### config.mk
export PLATFORM = sky130hd
export DESIGN_NAME = lr_rot_pipe
export DESIGN_NICKNAME = d
export VERILOG_FILES = /design/src/rtl/lr_rot_pipe_pkg.sv /design/src/rtl/lr_rot_pipe_stage.sv /design/src/rtl/lr_rot_pipe.sv
export SDC_FILE = /design/constraint.sdc
export NUM_CORES = 1
export LEC_CHECK = 0
export BUFFER_PORTS_ARGS = -buffer_cell sky130_fd_sc_hd__buf_2
export CAP_MARGIN = 10
export CORE_MARGIN = 2
export CORE_UTILIZATION = 30
export DETAILED_ROUTE_END_ITERATION = 10
export MAX_ROUTING_LAYER = met4
export SYNTH_ARGS = -nofsm -noshare
export SYNTH_HDL_FRONTEND = slang
export SYNTH_SLANG_ARGS = --single-unit
### constraint.sdc
create_clock -name clk -period 2.95 [get_ports clk]
set_input_delay 0.295 -clock clk [delete_from_list [all_inputs] [get_ports clk]]
set_output_delay 0.295 -clock clk [all_outputs]
set_load 0.005 [all_outputs]
### src/rtl/lr_rot_pipe_pkg.sv
`default_nettype none
// +------------------------------------------------------------------+
// | rot_pkg : opcode encoding shared by the rotator/shifter pipeline |
// | Revision: 1.0                                                    |
// +------------------------------------------------------------------+
package rot_pkg;

  typedef enum logic [2:0] {
    ROT_PASS = 3'b000,
    ROT_ROL  = 3'b001,
    ROT_ROR  = 3'b010,
    ROT_SHL  = 3'b011,
    ROT_SHR  = 3'b100,
    ROT_SRA  = 3'b101,
    ROT_REV  = 3'b110,
    ROT_RSVD = 3'b111
  } rot_op_e;

endpackage
`default_nettype wire

### src/rtl/lr_rot_pipe_stage.sv
`default_nettype none
// +------------------------------------------------------------------+
// | lr_rot_stage : one log-shifter layer, moves data by SHIFT if en  |
// | Revision: 1.0                                                    |
// +------------------------------------------------------------------+
module lr_rot_stage
  import rot_pkg::*;
#(
  parameter int WIDTH = 8,
  parameter int SHIFT = 1
) (
  input  logic [WIDTH-1:0] data,
  input  logic             en,
  input  rot_op_e          op,
  output logic [WIDTH-1:0] result
);

  always_comb begin
    result = data;
    if (en) begin
      case (op)
        ROT_ROL: result = {data[WIDTH-SHIFT-1:0], data[WIDTH-1:WIDTH-SHIFT]};
        ROT_ROR: result = {data[SHIFT-1:0], data[WIDTH-1:SHIFT]};
        ROT_SHL: result = {data[WIDTH-SHIFT-1:0], {SHIFT{1'b0}}};
        ROT_SHR: result = {{SHIFT{1'b0}}, data[WIDTH-1:SHIFT]};
        ROT_SRA: result = {{SHIFT{data[WIDTH-1]}}, data[WIDTH-1:SHIFT]};
        default: result = data;
      endcase
    end
  end

endmodule
`default_nettype wire

### src/rtl/lr_rot_pipe.sv
`default_nettype none
// +------------------------------------------------------------------+
// | lr_rot_pipe : two-stage barrel rotator/shifter with valid/ready  |
// | Revision: 1.0                                                    |
// +------------------------------------------------------------------+
module lr_rot_pipe
  import rot_pkg::*;
#(
  parameter  int WIDTH = 8,
  localparam int AW    = $clog2(WIDTH)
) (
  input  logic             clk,
  input  logic             rst_n,
  input  logic             in_valid,
  output logic             in_ready,
  input  logic [WIDTH-1:0] in_data,
  input  logic [AW-1:0]    in_amt,
  input  logic [2:0]       in_op,
  output logic             out_valid,
  input  logic             out_ready,
  output logic [WIDTH-1:0] out_data,
  output logic             out_carry,
  output logic             out_zero
);

  localparam int HA = AW / 2;

  logic             s1_valid;
  logic             s2_valid;
  logic             s2_adv;
  logic             in_xfer;
  rot_op_e          op_in;
  rot_op_e          s1_op;
  logic [HA-1:0]    s1_amt;
  logic [WIDTH-1:0] s1_data;
  logic             s1_carry;
  logic [WIDTH-1:0] rev;
  logic [WIDTH-1:0] hi_chain [HA:AW];
  logic [WIDTH-1:0] lo_chain [0:HA];
  logic [AW-1:0]    amt_neg;
  logic [AW-1:0]    amt_m1;
  logic             carry_src;

  assign s2_adv    = !s2_valid || out_ready;
  assign in_ready  = !s1_valid || s2_adv;
  assign in_xfer   = in_valid && in_ready;
  assign out_valid = s2_valid;
  assign op_in     = rot_op_e'(in_op);

  for (genvar i = 0; i < WIDTH; i++) begin : g_rev
    assign rev[i] = in_data[WIDTH-1-i];
  end

  // Reverse happens ahead of the layers; the layers pass REV through untouched.
  assign hi_chain[AW] = (op_in == ROT_REV) ? rev : in_data;

  for (genvar k = AW - 1; k >= HA; k--) begin : g_hi
    lr_rot_stage #(.WIDTH(WIDTH), .SHIFT(1 << k)) u_stage (
      .data  (hi_chain[k+1]),
      .en    (in_amt[k]),
      .op    (op_in),
      .result(hi_chain[k])
    );
  end

  assign lo_chain[HA] = s1_data;

  for (genvar k = HA - 1; k >= 0; k--) begin : g_lo
    lr_rot_stage #(.WIDTH(WIDTH), .SHIFT(1 << k)) u_stage (
      .data  (lo_chain[k+1]),
      .en    (s1_amt[k]),
      .op    (s1_op),
      .result(lo_chain[k])
    );
  end

  // The bit that falls off is picked straight from the operand: ROL/SHL lose
  // in[WIDTH-amt], ROR/SHR/SRA lose in[amt-1].
  assign amt_neg = AW'(0) - in_amt;
  assign amt_m1  = in_amt - AW'(1);

  always_comb begin
    carry_src = 1'b0;
    if (in_amt != '0) begin
      case (op_in)
        ROT_ROL, ROT_SHL:          carry_src = in_data[amt_neg];
        ROT_ROR, ROT_SHR, ROT_SRA: carry_src = in_data[amt_m1];
        default:                   carry_src = 1'b0;
      endcase
    end
  end

  always_ff @(posedge clk or negedge rst_n) begin
    if (!rst_n) begin
      s1_valid <= 1'b0;
      s1_op    <= ROT_PASS;
      s1_amt   <= '0;
      s1_data  <= '0;
      s1_carry <= 1'b0;
    end else begin
      s1_valid <= in_xfer || (s1_valid && !s2_adv);
      if (in_xfer) begin
        s1_op    <= op_in;
        s1_amt   <= in_amt[HA-1:0];
        s1_data  <= hi_chain[HA];
        s1_carry <= carry_src;
      end
    end
  end

  always_ff @(posedge clk or negedge rst_n) begin
    if (!rst_n) begin
      s2_valid  <= 1'b0;
      out_data  <= '0;
      out_carry <= 1'b0;
      out_zero  <= 1'b0;
    end else if (s2_adv) begin
      s2_valid <= s1_valid;
      if (s1_valid) begin
        out_data  <= lo_chain[0];
        out_carry <= s1_carry;
        out_zero  <= ~|lo_chain[0];
      end
    end
  end

endmodule
`default_nettype wire

==> impl_metrics.yaml <==
clock_tree:
  clk_pin_slew_ps: 90
  postCtsSetupBuffers: 0
  ctsRootBufferMaster: "clkbuf_8"
  cts.sinks: 25
  ctsHoldBuffers: 0
  worst_skew_pair.late_latency_ps: 260
  htree_num_levels: 1
  cts.path.max_buffers: 2
  cts_resized: 0
  cts-buffers-inserted: 3
  cts_tree: "done"
worst_setup_path:
  crit_buf_inv: 1
  crit_required_ps: 3120
  cp_top_family: "compound AO/OA/AOI/OAI gates"
  cp_cell_sequence: "o31ai_2 -> inv_1 -> o32a_1 -> o41ai_2"
  max_stage_delay_ps: 520
  cp-end-kind: "flip-flop"
  startpoint_type: "flip-flop"
  critical_path_class: "reg2reg"
  crit_arrival_ps: 2110
  crit_fanout: 13
  crit_path_top_delay_cell: "dfrtp_1"
placement:
  place_congestion: 0.897
  placed_area_sq_um: 2210
  dp.final_hpwl_um: 4020
  port_buffers: 29
logic_synthesis:
  synthCells: 238
  syn_area_sq_um: 2050
  synthXorXnorAreaFrac: 0
  synth_top_family_by_area: "compound AO/OA/AOI/OAI gates"
  muxShareOfSynthArea: 0.0745
  ys_warn_count: 0
  synthAdderAreaFrac: 0.0183
  netlist.area_leader.share: 0.305
  ys_types: 64
  synth_area_leader_cell: "dfrtp_1"
  async_flop_share: 1.00
  avgSynthCellArea_sq_um: 8.61
  synthSimpleGateAreaFrac: 0.219
  synth_nets: 259
  synth-edff-count: 0
  seq_area_frac_synth: 0.305
  synth_compound_area_frac: 0.318
  synth_area_leaders: "dfrtp_1 (31%), o21ai_0 (4.9%), nand2_1 (4.6%), mux4_2 (4.4%), a21oi_1 (2.9%)"
  synthFlopType: "dfrtp_1"
  ys_seq_elements: 25
floorplan:
  rows: 30
  die_w_um: 86.6
  start_util: 0.307
  coreArea_sq_um: 6680
  dieHeight_um: 86.6
  die_area_sq_um: 7500
  ios: 30
pwr:
  powerDensity_nw_per_um2: 483
  power.total_mw: 1.09
  p_leak_nw: 0.945
  worst_ir_drop_vdd_mv: 0.134
sta:
  fin_skew_ps: 7.70
  worst_pin_slew_ps: 632
  slew_viol_final: 0
  setup_tns_ps: 0
  period_share: 0.658
  period_needed_ps: 1940
  whs_ps: -0.641
  fmax_ghz: 0.515
  grt_setup_unrepaired: "no"
  finalHoldViolations: 7
  max_slew_margin: 0.578
  setup_viol: 0
global_routing:
  grt_overflow: 0
  grt_pass1_vias: 1860
  grt_max_degree: 26
  busiest_layer: "met2"
  grt_usage: 0.150
  globalRouteMet2Util: 0.242
  antenna_found_initial: 0
  grt_pass1_wl_um: 9020
  use_met3: 0.0143
  met1_usage: 0.209
cells_and_area:
  num_antenna_cells: 0
  area_delta_synth_final_pct: 9.96
  nets: 278
  final_area_sq_um: 2250
  drive_gt1_frac: 0.191
  fill_cells: 730
drt:
  drcViolationCount: 0
  drt_first_pass_iters: 4
  routed_wl_um: 5240
  num_vias: 1909
  first_iter_violations: 62
  antenna_left: 0
  wl_per_cell_um: 15.6
  vias_per_cell: 5.68
worst_hold_path:
  hold_path_class: "in2async"
status:
  outcome: "finished with violations"
  violations: "negative hold slack"
flow_run:
  cap_violations: 0
[registers in the layout, summed over array words and instances (netlist names)]
name       flops
out_data       8
s1_data        8
s1_op          3
out_carry      1
out_valid      1
out_zero       1
s1_amt         1
s1_carry       1
s1_valid       1
[logic make-up after synthesis]
| logic type | after synthesis |
|---|---|
| fa+ha+maj | 3 |
| simple gates | 82 |
| mux | 10 |
| compound gates | 91 |
| flops | 25 |
| buf+inv | 27 |
[layer usage]
layer / share of wire / wire, um
met1: 0.48 / 2540
met2: 0.47 / 2480
met3: 0.040 / 212
met4: 0.0015 / 8
met5: 0 / 0
[layout by cell type (no fill, tap or decap), drive strengths merged, types with 4 or more instances in the layout]
master   synthesis  final
a22oi            6      6
nor2b            6      6
nand2           25     25
inv             12     12
nor2            12     12
o22ai            6      6
mux4             4      4
nand3            5      5
o21ai           20     20
buf              9     29
nand2b           9      9
dfrtp           25     25
mux2i            4      4
clkbuf           6      4
a2bb2oi          4      4
nand3b           6      6
a31oi            7      7
a21oi           12     12
[metrics by stage]
stage / cells / worst slack (ps) / util
after detailed placement: 332 / 920 / 0.330
after floorplan: 238 / 967 / -
final: 336 / 1010 / 0.337
after global placement: 332 / 987 / 0.330
after global routing: 336 / 884 / 0.337
after CTS: 336 / 1020 / 0.337
[cell type report]
cell class | count | area, sq um | share of cell area
inverter | 12 | 45.0 | 0.0200
sequential | 25 | 626 | 0.278
clock buffer | 4 | 45.0 | 0.0200
multi-input combinational | 186 | 1290 | 0.573
timing repair buffer | 29 | 145 | 0.0644
tap | 80 | 100 | 0.0444
[power breakdown]
part	total (mW)	switching (mW)	internal (mW)
clock	0.201	0.104	0.0964
sequential	0.490	0.0778	0.412
combinational	0.397	0.207	0.191
total	1.09	0.389	0.699
[cells in the mapped netlist (all sizes together), types with 2 or more instances]
cell type	instances
a21boi	2
a21o	2
a21oi	12
a221o	2
a221oi	2
a22oi	6
a2bb2oi	4
a31o	2
a31oi	7
and2	3
and3	2
buf	9
clkbuf	6
dfrtp	25
ha	3
inv	12
mux2	2
mux2i	4
mux4	4
nand2	25
nand2b	9
nand3	5
nand3b	6
nor2	12
nor2b	6
nor3	3
o2111ai	2
o21a	2
o21ai	20
o21ba	3
o221a	2
o221ai	2
o22a	2
o22ai	6
o2bb2ai	2
o32ai	2
o41ai	2
or3	2
[final timing paths]
check / end / slack (ps) / from / cells past startpoint
min in group clk: s1_valid / 260 / in_valid / 2
worst max-delay path: out_zero / 1010 / s1_op[0] / 4
worst max register to register: out_zero / 1010 / s1_op[0] / 4
worst min register to register: out_data[7] / 480 / out_data[7] / 2
worst min-delay path: out_data[7] / -0.6 / rst_n / 1
max in group asynchronous: s1_data[5] / 2590 / rst_n / 1
Note: power is estimated with default switching activity, not from simulation.
